$ cat config.mk
export PLATFORM = sky130hd
export DESIGN_NAME = snek_ctrl
export DESIGN_NICKNAME = d
export VERILOG_FILES = /design/src/rtl/snek_pkg.sv /design/src/rtl/snek_lfsr.sv /design/src/rtl/snek_ctrl.sv
export SDC_FILE = /design/constraint.sdc
export NUM_CORES = 1
export LEC_CHECK = 0
export ABC_CLOCK_PERIOD_IN_PS = 5630
export CAP_MARGIN = 5
export CELL_PAD_IN_SITES_DETAIL_PLACEMENT = 1
export CELL_PAD_IN_SITES_GLOBAL_PLACEMENT = 2
export CORE_MARGIN = 2
export CORE_UTILIZATION = 34
export DETAILED_ROUTE_END_ITERATION = 16
export PLACE_DENSITY_LB_ADDON = 0.1
export SLEW_MARGIN = 20
export SYNTH_ARGS = -nofsm -noshare
export SYNTH_HDL_FRONTEND = slang
export SYNTH_SLANG_ARGS = --single-unit
$ cat constraint.sdc
create_clock -name frame_clk -period 5.63 [get_ports frame_clk]
set_input_delay 0.8445 -clock frame_clk [delete_from_list [all_inputs] [get_ports frame_clk]]
set_output_delay 0.8445 -clock frame_clk [all_outputs]
set_load 0.01 [all_outputs]
$ cat src/rtl/snek_pkg.sv
// Shared definitions for the snake game controller.
// Contents: direction codes, grid size, game state enum, and a helper that
// tells whether two directions point opposite ways.
package snek_pkg;

  localparam logic [2:0] DIR_LEFT  = 3'd0;
  localparam logic [2:0] DIR_RIGHT = 3'd1;
  localparam logic [2:0] DIR_DOWN  = 3'd2;
  localparam logic [2:0] DIR_UP    = 3'd3;
  localparam logic [2:0] DIR_STOP  = 3'd4;

  localparam int unsigned GRID_W = 32;
  localparam int unsigned GRID_H = 24;

  typedef enum logic [1:0] {
    SPLASH = 2'd0,
    RUN    = 2'd1,
    OVER   = 2'd2
  } state_t;

  // Opposite pairs are 0/1 and 2/3: same bit 1, different bit 0. STOP has no opposite.
  function automatic logic is_opposite(input logic [2:0] a, input logic [2:0] b);
    return !a[2] && !b[2] && (a[1] == b[1]) && (a[0] != b[0]);
  endfunction

endpackage

$ cat src/rtl/snek_lfsr.sv
// 16-bit Galois LFSR (taps 16,14,13,11) used as the food position source.
// Ports:
//   frame_clk  clock, state on posedge
//   rst        synchronous active-high reset, loads SEED
//   en         advance one step this cycle
//   state      current LFSR contents
module snek_lfsr #(
  parameter logic [15:0] SEED = 16'hACE1
) (
  input  logic        frame_clk,
  input  logic        rst,
  input  logic        en,
  output logic [15:0] state
);

  logic [15:0] state_d;

  always_comb begin
    state_d = state;
    if (en) begin
      state_d = {1'b0, state[15:1]} ^ (state[0] ? 16'hB400 : 16'h0000);
    end
  end

  always_ff @(posedge frame_clk) begin
    if (rst) begin
      state <= SEED;
    end else begin
      state <= state_d;
    end
  end

endmodule

$ cat src/rtl/snek_ctrl.sv
// Game-side controller for the snake generator: button decode to dir, game
// sequencing (splash/run/over), food placement, eat detection, grow pulses, score.
// Ports:
//   frame_clk, rst                 clock (one tick per game step), sync active-high reset
//   btn_left/right/down/up/start   player buttons, level
//   head_h, head_v, dead           snake head cell and collision flag
//   hpos, vpos                     pixel being drawn
//   dir                            0=left 1=right 2=down 3=up 4=stopped
//   run, snek_rst                  snake may move / hold snake generator in reset
//   grow_flag                      one-cycle grow pulse
//   food_h, food_v, food_loc       food cell and pixel-inside-food flag
//   score                          foods eaten this game (saturating)
//   hiscore                        best score since reset (only with SNEK_HISCORE_EN defined)
module snek_ctrl
  import snek_pkg::*;
#(
  parameter int unsigned MAX_GROW  = 15,
  parameter int unsigned CELL_PX   = 20,
  parameter logic [15:0] LFSR_SEED = 16'hACE1
) (
  input  logic       frame_clk,
  input  logic       rst,
  input  logic       btn_left,
  input  logic       btn_right,
  input  logic       btn_down,
  input  logic       btn_up,
  input  logic       btn_start,
  input  logic [5:0] head_h,
  input  logic [5:0] head_v,
  input  logic       dead,
  input  logic [9:0] hpos,
  input  logic [9:0] vpos,
  output logic [2:0] dir,
  output logic       run,
  output logic       snek_rst,
  output logic       grow_flag,
  output logic [5:0] food_h,
  output logic [5:0] food_v,
  output logic       food_loc,
  output logic [7:0] score
`ifdef SNEK_HISCORE_EN
  ,
  output logic [7:0] hiscore
`endif
);

  localparam int unsigned GrowW   = (MAX_GROW > 0) ? $clog2(MAX_GROW + 1) : 1;
  localparam logic [GrowW-1:0] GrowMax = GrowW'(MAX_GROW);
  localparam logic [10:0] CellPx  = 11'(CELL_PX);

  state_t           state_q, state_d;
  logic             start_q;
  logic [2:0]       dir_q, dir_d;
  logic             grow_q, grow_d;
  logic [7:0]       score_q, score_d;
  logic [5:0]       food_h_q, food_h_d, food_v_q, food_v_d;
  logic             pending_q, pending_d;
  logic [GrowW-1:0] grow_cnt_q, grow_cnt_d;

  logic [15:0] lfsr;
  logic        unused_lfsr;

  snek_lfsr #(
    .SEED(LFSR_SEED)
  ) u_lfsr (
    .frame_clk(frame_clk),
    .rst      (rst),
    .en       (1'b1),
    .state    (lfsr)
  );

  assign unused_lfsr = ^lfsr[15:10];

  logic       start_rise, eat, cand_ok, req_valid;
  logic [2:0] req;
  logic [5:0] cand_h, cand_v;

  always_comb begin
    start_rise = btn_start & ~start_q;
    eat = (state_q == RUN) && !dead && !pending_q &&
          (head_h == food_h_q) && (head_v == food_v_q);

    // Rows past the grid fold back by 8 so every candidate is on screen.
    cand_h  = {1'b0, lfsr[4:0]};
    cand_v  = (lfsr[9:5] >= 5'(GRID_H)) ? {1'b0, lfsr[9:5] - 5'd8} : {1'b0, lfsr[9:5]};
    cand_ok = !((cand_h == head_h) && (cand_v == head_v));

    req_valid = 1'b1;
    if (btn_left)       req = DIR_LEFT;
    else if (btn_right) req = DIR_RIGHT;
    else if (btn_down)  req = DIR_DOWN;
    else if (btn_up)    req = DIR_UP;
    else begin
      req       = DIR_STOP;
      req_valid = 1'b0;
    end
  end

  always_comb begin
    state_d    = state_q;
    dir_d      = dir_q;
    grow_d     = 1'b0;
    score_d    = score_q;
    food_h_d   = food_h_q;
    food_v_d   = food_v_q;
    pending_d  = pending_q;
    grow_cnt_d = grow_cnt_q;

    // Respawn in any state until a candidate not under the head appears.
    if (pending_q && cand_ok) begin
      food_h_d  = cand_h;
      food_v_d  = cand_v;
      pending_d = 1'b0;
    end

    unique case (state_q)
      SPLASH: begin
        dir_d      = DIR_STOP;
        score_d    = 8'd0;
        grow_cnt_d = '0;
        if (start_rise) state_d = RUN;
      end
      RUN: begin
        if (req_valid && !is_opposite(req, dir_q)) dir_d = req;
        if (dead) state_d = OVER;
        if (eat) begin
          pending_d = 1'b1;
          if (score_q != 8'hFF) score_d = score_q + 8'd1;
          if (grow_cnt_q < GrowMax) begin
            grow_d     = 1'b1;
            grow_cnt_d = grow_cnt_q + GrowW'(1);
          end
        end
      end
      OVER: begin
        if (start_rise) state_d = SPLASH;
      end
      default: state_d = SPLASH;
    endcase
  end

  always_ff @(posedge frame_clk) begin
    if (rst) begin
      state_q    <= SPLASH;
      start_q    <= 1'b0;
      dir_q      <= DIR_STOP;
      grow_q     <= 1'b0;
      score_q    <= 8'd0;
      food_h_q   <= 6'd7;
      food_v_q   <= 6'd5;
      pending_q  <= 1'b0;
      grow_cnt_q <= '0;
    end else begin
      state_q    <= state_d;
      start_q    <= btn_start;
      dir_q      <= dir_d;
      grow_q     <= grow_d;
      score_q    <= score_d;
      food_h_q   <= food_h_d;
      food_v_q   <= food_v_d;
      pending_q  <= pending_d;
      grow_cnt_q <= grow_cnt_d;
    end
  end

`ifdef SNEK_HISCORE_EN
  logic [7:0] hiscore_q;

  always_ff @(posedge frame_clk) begin
    if (rst) begin
      hiscore_q <= 8'd0;
    end else if ((state_q == RUN) && (state_d == OVER) && (score_q > hiscore_q)) begin
      hiscore_q <= score_q;
    end
  end

  assign hiscore = hiscore_q;
`endif

  // Strict bounds leave a 1-px border, matching how snake cells are drawn.
  logic [10:0] x0, x1, y0, y1;

  always_comb begin
    x0 = 11'(food_h_q) * CellPx;
    x1 = x0 + CellPx;
    y0 = 11'(food_v_q) * CellPx;
    y1 = y0 + CellPx;
    food_loc = !pending_q &&
               ({1'b0, hpos} > x0) && ({1'b0, hpos} < x1) &&
               ({1'b0, vpos} > y0) && ({1'b0, vpos} < y1);
  end

  assign dir       = dir_q;
  assign run       = (state_q == RUN);
  assign snek_rst  = (state_q == SPLASH);
  assign grow_flag = grow_q;
  assign food_h    = food_h_q;
  assign food_v    = food_v_q;
  assign score     = score_q;

endmodule
==> results of run 1 <==
[registers in the layout (all words and copies together) (netlist names)]
| signal | cells |
|---|---|
| food_h | 5 |
| u_lfsr.state | 16 |
| food_v | 5 |
| grow_cnt_q | 4 |
| start_q | 1 |
| score | 8 |
| dir | 3 |
| pending_q | 1 |
| state_q | 2 |
| grow_flag | 1 |
[through the flow]
stage	hold WS, ps	instance area (um2)
finish	416	4180
global route	439	4180
CTS	423	4180
detailed placement	403	4100
global placement	394	4100
floorplan	389	3350
[logic make-up (layout without fill, tap and decap cells)]
family | count (synthesis) | count (layout) | synth area share (%)
adder cells (fa/ha/maj) | 51 | 51 | 19.5
flip-flops | 46 | 46 | 27.5
XOR/XNOR | 45 | 45 | 11.8
buffers and inverters | 35 | 95 | 4.56
AND/OR/NAND/NOR | 123 | 123 | 20.6
other | 1 | 2 | 0.112
multiplexers | 6 | 6 | 1.83
AO/OA/AOI/OAI | 69 | 69 | 14.1
[critical path: cells and delay by family, from the launching register on]
kind / cells / cell delay [ps]
buf+inv: 2 / 700
compound gates: 2 / 200
simple gates: 2 / 600
flops: 1 / 440
xor+xnor: 2 / 470
fa+ha+maj: 4 / 1160
[cell usage in the layout, fill, tap and decap left out, drive strengths merged, types with 6 or more instances in the layout]
master and instances:
or2 7, nand2 10, xnor2 30, clkbuf 6, nor2 37, nor4 10
a21o 6, dfxtp 46, a21oi 19, ha 49, o21ai 17, nand3 8
inv 23, clkdlybuf4s50 64, nor2b 16, o211ai 7, nand4 6, nor3 7
xor2 15
[per-layer routing]
layer  vias to the layer above  share of wire, %
met1                      1358                51
met5                         -                 0
li1                       1443                 -
met3                         5               2.9
met4                         0              0.50
met2                        37                46
[power by group through the flow]
stage	sequential [mW]	clock, mW	combinational [mW]
3_3_place_gp	0.352	0	0.118
6_report	0.345	0.196	0.119
2_1_floorplan	0.349	0	0.0669
4_1_cts	0.345	0.205	0.121
3_5_place_dp	0.353	0	0.119
5_1_grt	0.347	0.216	0.133
[layout make-up]
| class | count | share of cell area (%) |
|---|---|---|
| inverters | 23 | 2.07 |
| well taps | 133 | 3.98 |
| multi-input cells | 296 | 54.5 |
| flip-flops and latches | 46 | 22.0 |
| clock buffers | 6 | 1.74 |
| clock inverters | 1 | 0.180 |
| repair buffers | 65 | 15.5 |
[final timing paths]
kind | start | to | cells past startpoint
setup / recovery | food_h[3] | food_loc | 12
hold / removal | u_lfsr.state[12] | u_lfsr.state[11] | 1
setup reg to reg | state_q[0] | score[3] | 6
hold reg to reg | u_lfsr.state[12] | u_lfsr.state[11] | 1
==> metrics.txt, run 1 <==
status=finished, final reports clean; Area growth, synth to finish=24.9%; register bit total from synthesis=between 40 and 50; fillcell total=between 1000 and 1500; RSZ-0062 raised after global routing=no; IO buf count=between 60 and 70; area of the die=around 0.011 mm2; first-pass GRT wire length=14200 um; row count=36; P_int=0.484 mW; Cell Pwr Density=158 mW/mm2; Clock Tree Buf Depth=2; ys flop type=dfxtp_1; CP max stage delay=roughly 580 ps; Worst-path clk slew=roughly 90 ps; PnR worst setup slack=slightly above 900 ps; Mapped Cells=~380; Initial DRT Pass Iterations=4; combinational power share=between 10% and 20%; GRT met3 Usage=under 10%; total gr overflow=0; final period demand of the worst path=between 4000 and 5000 ps; Arr. time, crit path=roughly 3900 ps; count of final setup violators=0; Worst VDD drop=0.131 mV; Multi-input gate area=0.00228 mm2; Post-Route Utilization=43.2%; sequential area share after synthesis=27.5%; Pleak=~1.6 nW; busiest grt layer=met2; # DRC=0; vias in the first global route=between 2000 and 3000; met2 GRT Util=between 20% and 30%; Synth area leaders=dfxtp_1 28%, ha_1 18%, xnor2_1 7.9%, nor2_1 4.1%, xor2_1 3.9%; die height=103 um; Layout Nets=about 530; slew margin rel.=a little over half; post-synth cell types=54; TNS Setup=0 ps; DR vias=between 2000 and 3000; antenna violations before repair=0; Clock Power Share=29.7%; Diodes inserted=0; clk_lat worst skew=between 200 and 300 ps; Setup crit end kind=output port; post-CTS sizing=0; max-cap violation count=0; fin. max-slew vios=0; most common cell in the netlist=ha_1; Initial Util=between 30% and 40%; Routed WL=8560 um; Yosys warning count=0; grt met1 use=approximately a quarter; TritonCTS buffer count=5; Routed Antenna Nets=0; Hold Path Class=reg -> reg; CTS sink cnt=46; Synth area leader=dfxtp_1; top-level port count=67; ys async rst share=0%; Final HPWL DP=between 6000 and 7000 um; drt first-iter violations=72; syn avg cell area=approximately 8.9 um2; CP max-delay cell=clkdlybuf4s50_1; Slew @ Worst Pin=690 ps; Fmax=~210 MHz; DP Cell Count=around 560; crit-path cells=ha_1 -> ha_1 -> fa_1 -> xor2_1 -> inv_1 -> nor4_1 -> xnor2_1 -> ha_1 -> o21ai_0 -> a21oi_1 -> nor4_1 -> clkdlybuf4s50_1; setup slack, reg-to-reg=3140 ps; crit-path most repeated cell=ha_1; Hold-fix buffers, CTS=0; Flop pwr share=a little over half; core area=slightly below 0.01 mm2; H-Tree Depth=2; data required time at the worst endpoint=4790 ps; critical path fanouts, max=5; Net Sw Power=about 0.18 mW; startpoint types=register; Total Power=between 0.6 and 0.7 mW; setup slack at placement=around 1200 ps; Avg WL per Cell=around 15 um; CTS tree=yes; Fin. Hold Viols=0; final clock skew=slightly below 8 ps; Seq. cell area=slightly above 900 um2; Crit Path Class=reg -> out; setup bufs post-CTS=0; Total Routing Usage GR=~17%; largest net degree at the start of global routing=38; layout cell share with drive strength beyond 1=just under 5%; EDFF count, synth=0; Yosys top cell area share=approximately 28%; via density per instance=4.99; routability congestion estimate=between 0.7 and 0.8; Post-Syn Area=about 0.0033 mm2; CTS root buf=clkbuf_8; Sw Share=between 20% and 30%; most common library cells after synthesis=49 x ha_1, 46 x dfxtp_1, 37 x nor2_1; period utilisation layout=83.8%; Die Span X=a little over 100 um; Final Non-Filler Cells=570
Power figures use the tool's default switching activity.
==> inputs of run 2 (changes only) <==
--- a/config.mk
+++ b/config.mk
@@ -5,12 +5,12 @@
 export SDC_FILE = /design/constraint.sdc
 export NUM_CORES = 1
 export LEC_CHECK = 0
-export ABC_CLOCK_PERIOD_IN_PS = 5630
+export ABC_CLOCK_PERIOD_IN_PS = 4500
 export CAP_MARGIN = 5
 export CELL_PAD_IN_SITES_DETAIL_PLACEMENT = 1
 export CELL_PAD_IN_SITES_GLOBAL_PLACEMENT = 2
 export CORE_MARGIN = 2
-export CORE_UTILIZATION = 34
+export CORE_UTILIZATION = 31
 export DETAILED_ROUTE_END_ITERATION = 16
 export PLACE_DENSITY_LB_ADDON = 0.1
 export SLEW_MARGIN = 20
==> constraint.sdc (replaced) <==
create_clock -name frame_clk -period 4.5 [get_ports frame_clk]
set_input_delay 0.675 -clock frame_clk [delete_from_list [all_inputs] [get_ports frame_clk]]
set_output_delay 0.675 -clock frame_clk [all_outputs]
set_load 0.01 [all_outputs]
==> metrics.txt, run 2 (synthesis gave the netlist of run 1 again) <==
Worst setup startpoint=food_h[3]; largest net degree at the start of global routing=21; count of final setup violators=0; hold depth=1; final clock skew=about 2.9 ps; routability congestion estimate=about 0.76; Area after DPL=between 0.004 and 0.005 mm2; Routed Antenna Nets=0; Worst VDD drop=0.129 mV; Area growth, synth to finish=27.8%; critical path fanouts, max=5; Hold-fix buffers, CTS=0; Slew @ Worst Pin=approximately 750 ps; Final HPWL DP=around 7000 um; max-cap violation count=0; row count=37; IO buf count=64; first-pass GRT wire length=14500 um; slew margin rel.=50.1%; Crit Path Class=reg -> out; top-level port count=between 60 and 70; R2R cell count=7; PnR worst setup slack=~560 ps; drt first-iter violations=between 40 and 50; Total Routing Usage GR=roughly 16%; Post-Route Utilization=between 40% and 50%; DP Cell Count=between 500 and 600; Worst R2R Start=u_lfsr.state[8]; # DRC=0; startpoint types=register; Die Span X=between 100 and 150 um; Fmax=between 200 and 300 MHz; hold worst-path end=u_lfsr.state[11]; total gr overflow=0; most frequent cells in the layout=63 x clkdlybuf4s50_1, 49 x ha_1, 44 x dfxtp_1; met3 WL=between 200 and 300 um; max reg flops=16; Diodes inserted=0; antenna violations before repair=0; Met1 Wirelength=~4400 um; Layout Nets=about 530; Total Power=~0.89 mW; CTS tree=yes; Initial DRT Pass Iterations=4; data required time at the worst endpoint=~3800 ps; Arr. time, crit path=3270 ps; Hold Worst Slack=~420 ps; vias in the first global route=2964; core area=0.0104 mm2; setup slack at placement=roughly 260 ps; Clock Tree Buf Depth=2; RSZ-0062 raised after global routing=no; Worst-path clk slew=~90 ps; H-Tree Depth=2; highest routed layer=met4; Final Non-Filler Cells=slightly below 600; Biggest register=u_lfsr.state; Hold Path Class=reg -> reg; TritonCTS buffer count=5; worst hold path startpoint=u_lfsr.state[12]; Cell Pwr Density=207 mW/mm2; via density per instance=roughly 4.9; CTS sink cnt=46; final instance area=between 0.004 and 0.005 mm2; layout cell share with drive strength beyond 1=under 10%; period utilisation layout=just under 90%; metal2 WL=roughly 3800 um; CTS root buf=clkbuf_8; Pleak=~1.7 nW; r2r endpoint=food_v[4]; clk_lat worst skew=a little under 300 ps; Avg WL per Cell=about 15 um; Initial Util=around 32%; die height=roughly 110 um; status=finished, final reports clean; DR vias=about 2800; Fin. Hold Viols=0; TNS Setup=0 ps; commonest non-fill, non-tap cell in the layout=clkdlybuf4s50_1; setup slack, reg-to-reg=~2000 ps; fin. max-slew vios=0; area of the die=approximately 0.012 mm2; final period demand of the worst path=around 3900 ps; Routed WL=around 8600 um; Setup crit end kind=output port
[run 2: cell count changes in the layout (fill, tap and decap cells not counted), moves of 2 or more]
cell	delta
buf_4	+5
dfxtp_2	+2
xor2_1	-2
dfxtp_1	-2
xor2_2	+2
[run 2: final cells by class]
cell class / instances / area (um2)
Inverter: 23 / 86.3
Clock inverter: 1 / 30.0
Sequential cell: 46 / 923
Multi-Input combinational cell: 296 / 2300
Tap cell: 136 / 170
Timing Repair Buffer: 70 / 688
Fill cell: 1221 / 6140
Clock buffer: 7 / 76.3
[run 2: where the power goes]
group | internal (mW) | leakage, nW | switching, mW
clock network | 0.166 | 0.0524 | 0.139
logic | 0.0793 | 1.25 | 0.0690
registers | 0.419 | 0.376 | 0.0122
total | 0.665 | 1.68 | 0.220
[run 2: worst max-delay path by stage]
stage	to	slack, ps	cells past startpoint
6_report	food_loc	560	12
5_1_grt	food_loc	160	13
4_1_cts	food_loc	30	13
3_5_place_dp	food_loc	260	12
3_3_place_gp	food_loc	400	12
2_1_floorplan	food_loc	870	11
[run 2: worst max-delay path, stage by stage (launching register included)]
cell	delay (ps)
dfxtp_2	360
ha_1	280
ha_1	230
fa_1	430
xor2_2	230
inv_1	100
nor4_2	260
xnor2_1	160
ha_1	240
o21ai_0	150
a21oi_1	80
nor4_1	270
dlymetal6s2s_1	200
[run 2: layer usage]
metal | GRT usage [%] | up-vias
met5 | 0 | -
met4 | 2.75 | 0
met3 | 2.42 | 2
met2 | 24.6 | 40
met1 | 22.5 | 1340
li1 | - | 1451
[run 2: timing repair]
item                       4_1_cts  5_1_grt
setup endpoints to repair        1        1
pin swaps                        0        1
setup buffers                    0        0
resized for setup                3        4
gates cloned                     0        0
